===== config.mk =====
export PLATFORM = sky130hd
export DESIGN_NAME = class_demux_fifo
export DESIGN_NICKNAME = d
export VERILOG_FILES = /design/src/rtl/class_demux_fifo.sv
export SDC_FILE = /design/constraint.sdc
export NUM_CORES = 1
export LEC_CHECK = 0
export BUFFER_PORTS_ARGS = -buffer_cell sky130_fd_sc_hd__buf_2
export CORE_MARGIN = 2
export CORE_UTILIZATION = 25
export CTS_BUF_LIST = sky130_fd_sc_hd__clkbuf_2
export DETAILED_ROUTE_END_ITERATION = 8
export SLEW_MARGIN = 20
export SYNTH_ARGS = -nofsm -noshare
export SYNTH_HDL_FRONTEND = slang
export SYNTH_SLANG_ARGS = --single-unit

===== constraint.sdc =====
create_clock -name clk -period 5.5 [get_ports clk]
set_input_delay 0.275 -clock clk [delete_from_list [all_inputs] [get_ports clk]]
set_output_delay 0.275 -clock clk [all_outputs]
set_load 0.05 [all_outputs]

===== src/rtl/class_demux_fifo.sv =====
// Class demultiplexer: routes each non-zero input word into one of four per-class FIFOs by its top
// two bits and provides four pop ports with registered read data. Optional CLASS_DEMUX_DROP_CNT_EN.
module class_demux_fifo #(
  parameter int unsigned DATA_WIDTH = 12,
  parameter int unsigned DEPTH      = 4,
  parameter int unsigned AFULL_THR  = 3
) (
  input  logic                  clk,
  input  logic                  reset_L,
  input  logic [DATA_WIDTH-1:0] data_in,
  input  logic [3:0]            pop,
  output logic [DATA_WIDTH-1:0] data_out0,
  output logic [DATA_WIDTH-1:0] data_out1,
  output logic [DATA_WIDTH-1:0] data_out2,
  output logic [DATA_WIDTH-1:0] data_out3,
  output logic [3:0]            valid_out,
  output logic [3:0]            empty,
  output logic [3:0]            full,
  output logic [3:0]            almost_full,
  output logic [3:0]            err_overflow
`ifdef CLASS_DEMUX_DROP_CNT_EN
  ,
  output logic [7:0]            drop_count
`endif
);

  localparam int unsigned AW = $clog2(DEPTH);
  localparam int unsigned CW = AW + 1;

  logic                       w_push_vld;
  logic [1:0]                 w_cls;
  logic [3:0]                 w_drop;
  logic [3:0][DATA_WIDTH-1:0] w_dout;

  assign w_push_vld = |data_in;
  assign w_cls      = data_in[DATA_WIDTH-1 -: 2];

  for (genvar g = 0; g < 4; g++) begin : g_fifo
    logic [DATA_WIDTH-1:0] r_mem [DEPTH];
    logic [AW-1:0]         r_wptr;
    logic [AW-1:0]         r_rptr;
    logic [CW-1:0]         r_cnt;
    logic [DATA_WIDTH-1:0] r_dout;
    logic                  r_valid;
    logic                  r_err;
    logic                  w_empty;
    logic                  w_full;
    logic                  w_push_req;
    logic                  w_pop_ok;
    logic                  w_push_ok;

    assign w_empty    = (r_cnt == '0);
    assign w_full     = (r_cnt == CW'(DEPTH));
    assign w_push_req = w_push_vld && (w_cls == 2'(g));
    assign w_pop_ok   = pop[g] && !w_empty;
    // A pop in the same cycle frees the slot, so a push to a full FIFO is still accepted.
    assign w_push_ok  = w_push_req && (!w_full || w_pop_ok);
    assign w_drop[g]  = w_push_req && w_full && !w_pop_ok;

    // Storage is not reset; only pointers and counts define validity.
    always_ff @(posedge clk) begin
      if (w_push_ok) r_mem[r_wptr] <= data_in;
    end

    always_ff @(posedge clk or negedge reset_L) begin
      if (!reset_L) begin
        r_wptr  <= '0;
        r_rptr  <= '0;
        r_cnt   <= '0;
        r_dout  <= '0;
        r_valid <= 1'b0;
        r_err   <= 1'b0;
      end else begin
        if (w_push_ok) r_wptr <= r_wptr + 1'b1;
        if (w_pop_ok) begin
          r_rptr <= r_rptr + 1'b1;
          r_dout <= r_mem[r_rptr];
        end
        if (w_push_ok && !w_pop_ok)      r_cnt <= r_cnt + 1'b1;
        else if (w_pop_ok && !w_push_ok) r_cnt <= r_cnt - 1'b1;
        r_valid <= w_pop_ok;
        if (w_drop[g]) r_err <= 1'b1;
      end
    end

    assign empty[g]        = w_empty;
    assign full[g]         = w_full;
    assign almost_full[g]  = (r_cnt >= CW'(AFULL_THR));
    assign valid_out[g]    = r_valid;
    assign err_overflow[g] = r_err;
    assign w_dout[g]       = r_dout;
  end

  assign data_out0 = w_dout[0];
  assign data_out1 = w_dout[1];
  assign data_out2 = w_dout[2];
  assign data_out3 = w_dout[3];

`ifdef CLASS_DEMUX_DROP_CNT_EN
  logic [7:0] r_drop_cnt;

  // At most one word arrives per cycle, so at most one drop per cycle.
  always_ff @(posedge clk or negedge reset_L) begin
    if (!reset_L) begin
      r_drop_cnt <= '0;
    end else if (|w_drop && (r_drop_cnt != 8'hFF)) begin
      r_drop_cnt <= r_drop_cnt + 8'd1;
    end
  end

  assign drop_count = r_drop_cnt;
`endif

endmodule


Word level (Yosys, flattened, before mapping)
Memories as Yosys holds them, arrays and structs flattened. A register that Yosys moved wholly into a read port is not among the register bits.
Cells that the tools add are included.
{"block": "totals", "reg_bits": 36, "mem_bits_rw": 192, "inputBits": 18, "output_inout_bits": 68, "wordCells": 129, "mem_count": 4}
{"block": "op_classes", "add_sub_neg": 16, "order_cmp": 4, "n_eq_ne": 7, "mux": 16, "n_reduce_logical": 62}
{"memory": "g_fifo[0].r_mem", "words": 4, "word_bits": 12, "read_ports": 1, "rd_ports_with_merged_regs": 1, "wr": 1, "line": "39", "source": "logic [DATA_WIDTH-1:0] r_mem [DEPTH];"}
{"memory": "g_fifo[1].r_mem", "words": 4, "word_bits": 12, "read_ports": 1, "rd_ports_with_merged_regs": 1, "wr": 1, "line": "39"}
{"memory": "g_fifo[2].r_mem", "words": 4, "word_bits": 12, "read_ports": 1, "rd_ports_with_merged_regs": 1, "wr": 1, "line": "39"}
{"memory": "g_fifo[3].r_mem", "words": 4, "word_bits": 12, "read_ports": 1, "rd_ports_with_merged_regs": 1, "wr": 1, "line": "39"}
{"op": "$logic_and A1 B1 Y1", "n": 28}
{"op": "$mux W3", "n": 8}
{"op": "$logic_not A1 Y1", "n": 20}
{"op": "$add A2 B1 Y2 const B", "n": 8}
{"op": "$add A3 B1 Y3 const B", "n": 4}
{"op": "$eq A3 B3 Y1 const B", "n": 4}
{"op": "$ge A3 B2 Y1 const B", "n": 4}
{"op": "$logic_not A3 Y1", "n": 4}
{"op": "$reduce_or A12 Y1", "n": 1}
{"op": "$sub A3 B1 Y3 const B", "n": 4}
{"op": "$mux W1", "n": 8}
{"op": "$reduce_bool A2 Y1", "n": 4}
{"op": "$eq A2 B2 Y1 const B", "n": 2}
{"op": "$logic_or A1 B1 Y1", "n": 4}
{"op": "$eq A2 B1 Y1 const B", "n": 1}
{"op": "$logic_not A2 Y1", "n": 1}

Depth between registers and ports, before layout
Gate-level depths: netlist of the first run.
{"block": "logic_depth", "word_depth": 9, "mapped_depth": 11, "ltp_nobuf": 9}

Least setup slack after synthesis of the first run
OpenSTA, ideal clock, no wires.
{"block": "synth_path", "path_kind": "reg-to-reg", "from": "register g_fifo[1].r_cnt[0]", "to": "register g_fifo[1].r_cnt[2]", "setup_ns": 0.079, "arrival_time_ns": 2.063, "required_ns": 5.421, "slack_ns": 3.358, "stages_incl_launch_ff": 12, "path_buffers": 2, "synth_period_minus_slack_ns": 2.142, "cell_sequence": "dfrtp_1 > nor3_2 > nor2b_1 > buf_2 > buf_6 > inv_1 > ha_1 > inv_1 > fa_1 > xor2_1 > nor2_1 > xor2_1"}
{"block": "synth_between", "elab_chain_cells": 8, "word_cells_on_any_way": 16, "cone_classes": "2 x add/sub; 1 x eq/ne; 2 x mux; 11 x reduce/logical"}
{"element": "start, declared", "line": "42", "source": "logic [CW-1:0] r_cnt;"}
{"element": "start signal, assigned", "line": "79", "source": "if (w_push_ok && !w_pop_ok) r_cnt <= r_cnt + 1'b1;"}
{"element": "start signal, assigned", "line": "80", "source": "else if (w_pop_ok && !w_push_ok) r_cnt <= r_cnt - 1'b1;"}
{"element": "$logic_not A3 Y1 (*)", "line": "52", "source": "assign w_empty = (r_cnt == '0);"}
{"element": "via g_fifo[1].w_empty", "line": "46", "source": "logic w_empty;"}
{"element": "$logic_not A1 Y1 (*)", "line": "55", "source": "assign w_pop_ok = pop[g] && !w_empty;"}
{"element": "$logic_and A1 B1 Y1 (*)", "line": "55"}
{"element": "via g_fifo[1].w_pop_ok", "line": "49", "source": "logic w_pop_ok;"}
{"element": "$logic_or A1 B1 Y1", "line": "57", "source": "assign w_push_ok = w_push_req && (!w_full || w_pop_ok);"}
{"element": "$logic_and A1 B1 Y1", "line": "57"}
{"element": "$logic_not A1 Y1", "line": "80"}
{"element": "$logic_and A1 B1 Y1", "line": "80"}
{"element": "$reduce_bool A2 Y1 (no line)"}
The timed path passes the listed nets; every way through them passes the cells marked *. The select of a mux whose other input is x is not followed.
A chain may end at the register's enable or synchronous reset.

Worst setup path after layout of the first run
{"block": "layout_path", "from": "register g_fifo[1].r_cnt[0]", "to": "register g_fifo[1].r_cnt[1]"}
{"block": "layout_between", "elab_chain_cells": 8, "word_cells_on_any_way": 16, "cone_classes": "2 x add/sub; 1 x eq/ne; 2 x mux; 11 x reduce/logical"}
{"element": "branches (longest 8 deep; another with $sub A3 B1 Y3)"}
Parallel ways; which one is timed is not known. The select of a mux whose other input is x is not followed.

==> impl_metrics.py, run 1 <==
metrics = {
    "worst_setup_path": {
        "cp.arrival_ps": 3300,
        "critPathTopFamily": "simple AND/OR/NAND/NOR gates",
        "crit_path_end_kind": "flop",
        "reg2reg_slack_ps": 2880,
        "critPathBufInv": 2,
        "cpPeakStageDelay_ps": 740,
        "timing.rr.end": "g_fifo[1].r_cnt[1]",
        "crit_path_frequent_cell": "inv_1",
        "critPathKind": "reg2reg",
        "path_max_fanout": 15,
        "crit-reg2reg-launch": "g_fifo[1].r_cnt[0]",
        "cp_data_required_time_ps": 6180,
        "r2r_cells": 7,
        "start_kind": "flop",
        "critical-path-slowest-cell": "nor2b_2",
        "crit_chain": "nor3_2 > nor2b_2 > inv_1 > ha_1 > inv_1 > fa_1 > mux2_2",
    },
    "sta": {
        "layout_min_cycle_time_ps": 2619,
        "fin_crit_sh_pct": 47.61,
        "clock_skew_ps": 88.80,
        "finalMaxSlewViolations": 0,
        "tns_ps": 0,
        "hold_viol_final": 0,
        "timing.fmax_mhz": 381.9,
        "hold_slack_ps": 341.3,
        "setup_violations": 0,
        "relSlewSlack_pct": 31.15,
        "tightest_slew_ps": 1032,
        "rsz0062_at_grt": "false",
        "setup_ws_ps": 2881,
    },
    "route": {
        "avgRoutedWirePerCell_um": 16.55,
        "first_pass_iters": 4,
        "wl_mm": 22.08,
        "postRouteAntennaNets": 0,
        "drc": 0,
        "avgViaCountPerCell": 3.954,
        "num_vias": 5274,
        "dr.first_iter.drc_count": 295,
    },
    "grt": {
        "grtUsageTotal_pct": 9.831,
        "grt_pass1_wl_mm": 34.22,
        "antenna_found_initial": 3,
        "grt_start_max_net_pins": 45,
        "grt_pass1_vias": 5899,
        "globalRoute.totalOverflow": 0,
    },
    "synth": {
        "yosys_warnings": 0,
        "synth.distinct_cells": 36,
        "ys_ff_latch": 276,
        "syn-num-nets": 584,
        "async_flop_share_pct": 30.43,
        "synth_edf_count": 192,
        "seq_area_frac_synth_pct": 70.76,
        "synth_flop_cell": "edfxtp_1",
        "postSynthAreaPerCell_um2": 20.51,
        "synth_area_mm2": 0.01112,
        "syn_inst": 542,
    },
    "layout": {
        "final_util_pct": 29.23,
        "area_growth_pct": 15.75,
        "nets": 727,
        "drive_gt1_share_pct": 40.41,
    },
    "power": {
        "power.density_mw_per_mm2": 546.2,
        "p_total_mw": 7.030,
        "ir_drop_mv": 0.1700,
        "leakage_nw": 4.912,
    },
    "min_path": {
        "holdPathEnd": "g_fifo[0].r_err",
        "hp-class": "in2reg",
        "min_from": "pop[0]",
        "hold_depth": 4,
    },
    "die": {
        "num_rows": 77,
        "boundaryPins": 86,
        "initial_core_util_pct": 25.25,
        "coreArea_mm2": 0.04403,
        "die_h_um": 214.9,
        "die-area_mm2": 0.04618,
        "die_w_um": 214.9,
    },
    "status": {
        "status": "completed",
    },
    "cts": {
        "cts_made_buffers": 68,
        "ctsResizeCount": 0,
        "cts_tree": "yes",
        "htreeDepth": 3,
        "clock_sinks": 276,
        "clock_latency_ps": 870,
        "clockBufferDepth": 3,
        "clk_pin_slew_worst_paths_ps": 100,
        "cts_root_buf": "clkbuf_2",
    },
    "job": {
        "max_cap_viol_count": 0,
    },
    "place": {
        "portBuffers": 85,
        "pre_cts_slack_ps": 2843,
        "dp_hpwl_mm": 13.38,
        "place_congestion": 0.6910,
    },
}
## what timing repair did
item | in CTS | in global routing
hold buffers | 21 | 0
endpoints found under the hold margin | 265 | 0
buffers inserted | 0 | 0
## cells by family after synthesis
| family | share of synthesized area [%] |
|---|---|
| AOI/OAI and AO/OA | 0.6865 |
| DFF | 70.76 |
| muxes | 17.05 |
| buffers and inverters | 3.567 |
| xor gates and xnor gates | 1.891 |
| and+or+nand+nor | 3.072 |
| adders and majority gates | 2.971 |
## cells in the mapped netlist, types with 2 or more instances
library cell | number | area (µm²)
nor3b_2 | 2 | 25.02
mux2_2 | 23 | 259.0
buf_12 | 4 | 80.08
nor2_2 | 2 | 12.51
mux4_1 | 16 | 420.4
fa_1 | 4 | 80.08
edfxtp_1 | 192 | 5766
nor2_1 | 7 | 26.28
dfrtp_1 | 84 | 2102
nor4_1 | 2 | 12.51
nor2b_1 | 3 | 18.77
a31o_2 | 2 | 17.52
buf_6 | 6 | 67.56
xor2_1 | 8 | 70.07
xnor2_1 | 16 | 140.1
a21o_1 | 4 | 30.03
mux4_2 | 32 | 720.7
buf_2 | 7 | 35.03
buf_4 | 18 | 135.1
mux2_4 | 33 | 495.5
and2_1 | 16 | 100.1
nor3_2 | 4 | 40.04
ha_1 | 20 | 250.2
nand2_1 | 6 | 22.52
inv_1 | 20 | 75.07
## placed cells by master (no fill, tap or decap), types with 4 or more instances in the layout
master / count
xor2_1: 8
buf_2: 84
dlygate4sd3_1: 20
clkbuf_2: 99
mux4_2: 32
xnor2_1: 16
dfrtp_1: 84
inv_1: 20
and2_1: 16
nor2_1: 7
nand2_1: 6
mux2_4: 33
fa_1: 4
mux2_2: 23
ha_1: 20
nor3_2: 4
edfxtp_1: 192
clkinv_1: 20
a21o_1: 4
mux4_1: 16
## worst register-to-register path, cell delays in order, from the launching register on
cell and delay, ps:
dfrtp_1 480, nor3_2 100, nor2b_2 740, inv_1 180, ha_1 260, inv_1 70, fa_1 410, mux2_2 270
## metrics by stage
step,std cells,instance area (µm²)
2_1_floorplan,542,11120
3_3_place_gp,1186,11990
3_5_place_dp,1186,11990
4_1_cts,1332,12860
5_1_grt,1334,12870
6_report,1334,12870
## cell type report
cell class / instances / area (µm²)
Multi-Input combinational cell: 210 / 2859
Tap cell: 592 / 740.7
Antenna cell: 2 / 5.005
Clock inverter: 26 / 152.6
Fill cell: 4398 / 31160
Clock buffer: 99 / 495.5
Sequential cell: 276 / 7868
Inverter: 21 / 78.83
Timing Repair Buffer: 108 / 670.6
## report_power, final
group | internal [mW] | switching [mW] | leakage [nW]
Sequential | 2.70 | 0.447 | 2.72
Clock | 0.579 | 0.802 | 0.487
Combinational | 1.01 | 1.49 | 1.70
Total | 4.29 | 2.74 | 4.91
## routing by layer
layer | wire [µm] | up-vias | global-route usage (%) | share of wire, %
met3 | 1595 | 50 | 3.482 | 7.2
met5 | 16 | - | 0 | 0.072
met4 | 545 | 2 | 4.421 | 2.5
met2 | 10820 | 130 | 16.08 | 49
li1 | - | 2407 | - | -
met1 | 9097 | 2685 | 11.64 | 41
## worst max-delay path by stage
stage	cells after the start	end	from	slack (ps)
after CTS	7	g_fifo[1].r_cnt[1]	g_fifo[1].r_cnt[0]	2820
after global placement	7	g_fifo[2].r_cnt[1]	g_fifo[2].r_cnt[0]	2930
after floorplan	11	g_fifo[1].r_cnt[2]	g_fifo[1].r_cnt[0]	3360
after global routing	7	g_fifo[2].r_cnt[1]	g_fifo[2].r_cnt[0]	2690
after detailed placement	7	g_fifo[1].r_cnt[1]	g_fifo[1].r_cnt[0]	2840
final	7	g_fifo[1].r_cnt[1]	g_fifo[1].r_cnt[0]	2880
## state kept, by name, summed over array words and instances, names as in the netlist
signal / cells
data_out1: 12
data_out2: 12
g_fifo.r_cnt: 12
data_out0: 12
g_fifo.r_err: 4
g_fifo.r_rptr: 8
g_fifo.r_valid: 4
g_fifo.r_mem: 192
g_fifo.r_wptr: 8
data_out3: 12
Note: power is estimated with default switching activity, not from simulation.
==> run 2, diff against run 1 <==
==> constraint.sdc (replaced) <==
create_clock -name clk -period 2.5 [get_ports clk]
set_input_delay 0.125 -clock clk [delete_from_list [all_inputs] [get_ports clk]]
set_output_delay 0.125 -clock clk [all_outputs]
set_load 0.05 [all_outputs]
==> impl_metrics.py, run 2 (synthesized netlist as in run 1, its figures left out) <==
metrics = {
    "power": {
        "switchingPower_mw": 6.034,
        "p_total_mw": 15.37,
        "p_comb_share_pct": 38.2,
        "seq_power_share_pct": 43.7,
        "leakage_nw": 5.050,
        "sw_frac_of_total_pct": 39.25,
        "ir_drop_mv": 0.3647,
        "power.density_mw_per_mm2": 1173,
        "clkPwrFrac_pct": 18.0,
        "intPower_mw": 9.338,
    },
    "sta": {
        "timing.fmax_mhz": 447.9,
        "relSlewSlack_pct": 52.50,
        "hold_viol_final": 0,
        "finalMaxSlewViolations": 0,
        "rsz0062_at_grt": "false",
        "tns_ps": 0,
        "clock_skew_ps": 68.82,
        "setup_violations": 0,
        "layout_min_cycle_time_ps": 2233,
        "tightest_slew_ps": 712.4,
        "fin_crit_sh_pct": 89.31,
    },
    "worst_setup_path": {
        "cp.arrival_ps": 3040,
        "cp_data_required_time_ps": 3310,
        "setup.worst_path.start": "g_fifo[2].r_cnt[2]",
        "start_kind": "flop",
        "path_max_fanout": 7,
        "critPathKind": "reg2reg",
        "reg2reg_slack_ps": 270,
        "timing.rr.end": "g_fifo[2].r_cnt[2]",
        "crit_path_end_kind": "flop",
        "crit-reg2reg-launch": "g_fifo[2].r_cnt[2]",
        "r2r_cells": 9,
    },
    "grt": {
        "grt_start_max_net_pins": 43,
        "grt_pass1_vias": 5908,
        "grtUsageTotal_pct": 9.961,
        "grt_pass1_wl_mm": 34.73,
        "antenna_found_initial": 1,
        "globalRoute.totalOverflow": 0,
    },
    "layout": {
        "area_growth_pct": 17.88,
        "multiInputGateArea_mm2": 0.002859,
        "mostFrequentLayoutCells": "edfxtp_1 (192), clkbuf_2 (84), dfrtp_1 (84), buf_2 (84), buf_4 (38)",
        "top_register": "g_fifo.r_mem",
        "final_common_cell": "edfxtp_1",
        "fillers": 4359,
        "drive_gt1_share_pct": 42.00,
        "nets": 759,
        "largest_register_ffs": 192,
        "regArea_mm2": 0.007868,
        "fin_area_mm2": 0.01311,
        "fin_cells": 1362,
    },
    "cts": {
        "clk_pin_slew_worst_paths_ps": 120,
        "clock_latency_ps": 900,
        "cts_made_buffers": 61,
        "cts_tree": "yes",
        "clock_sinks": 276,
        "cts_root_buf": "clkbuf_2",
        "ctsResizeCount": 0,
        "htreeDepth": 2,
        "clockBufferDepth": 3,
    },
    "route": {
        "num_vias": 5330,
        "drc": 0,
        "dr.first_iter.drc_count": 201,
        "avgViaCountPerCell": 3.913,
        "postRouteAntennaNets": 0,
        "avgRoutedWirePerCell_um": 16.65,
        "first_pass_iters": 4,
        "wl_mm": 22.68,
    },
    "die": {
        "initial_core_util_pct": 25.25,
        "die_h_um": 214.9,
        "num_rows": 77,
        "coreArea_mm2": 0.04403,
        "die_w_um": 214.9,
        "die-area_mm2": 0.04618,
        "boundaryPins": 86,
    },
    "place": {
        "place_area_mm2": 0.01227,
        "portBuffers": 85,
        "dpl.cell_count": 1222,
        "place_congestion": 0.6872,
        "dp_hpwl_mm": 14.54,
    },
    "min_path": {
        "hp-class": "in2reg",
        "min_from": "pop[0]",
        "holdPathEnd": "g_fifo[0].r_rptr[0]",
        "hold_depth": 6,
    },
    "status": {
        "status": "completed",
    },
    "job": {
        "max_cap_viol_count": 0,
    },
}
==> run 2: cell count changes in the layout (fill, tap and decap cells not counted), moves of 2 or more <==
cell and delta:
buf_4 +35, clkbuf_2 -15, clkinv_2 +4, dlygate4sd3_1 +3
clkinv_1 +2
==> run 2: what timing repair did <==
action,4_1_cts,5_1_grt
endpoints found under the hold margin,405,0
setup buffers,0,0
hold buffers,25,0
endpoints found under the setup margin,0,2
==> run 2: worst max path at each step <==
stage	end	slack [ps]	depth (start not counted)
floorplan	g_fifo[1].r_cnt[2]	360	11
global route	g_fifo[2].r_cnt[2]	100	9
detailed placement	g_fifo[1].r_cnt[2]	290	9
CTS	g_fifo[0].r_mem[3][3]	100	9
global placement	g_fifo[1].r_cnt[2]	330	9
finish	g_fifo[2].r_cnt[2]	270	9
==> run 2: worst max-delay path: stages, from the launching register on <==
cell and delay [ps]:
dfrtp_1 440, or3b_4 280, nor2_4 40, nor3_4 250, ha_1 260, inv_1 70
fa_1 380, xor2_1 170, nor2_1 120, xor2_1 150
==> run 2: power by group through the flow <==
stage          Sequential (mW)  Combinational (mW)  Clock, mW
2_1_floorplan             7.93                3.59          0
3_3_place_gp              6.85                5.87          0
3_5_place_dp              6.87                5.94          0
4_1_cts                   6.77                6.01       2.91
5_1_grt                   6.88                6.30       3.14
6_report                  6.72                5.87       2.77
==> run 2: routing by layer <==
layer	GRT usage [%]	share of wire [%]	wire [µm]	up-vias
met5	0	0	0	-
met4	4.213	2.4	548	0
met3	3.071	5.9	1330	43
met2	17.00	50	11400	112
met1	11.59	41	9404	2716
li1	-	-	-	2459
==> run 2: final cells by class <==
type                       instances  share of cell area [%]
sequential                       276                   60.03
multi-input combinational        210                   21.81
timing repair buffer             147                   7.504
tap                              592                   5.652
clock buffer                      84                   3.208
clock inverter                    31                   1.174
inverter                          21                  0.6014
antenna                            1                 0.01909
==> run 2: metrics by stage <==
stage,hold WS [ps],worst slack (ps),utilization (%)
final,177.9,267.2,29.77
after global routing,121.0,98.29,29.77
after CTS,90.96,103.2,29.78
after detailed placement,187.6,293.1,27.87
after global placement,187.1,331.9,27.87
after floorplan,-170.6,358.0,-
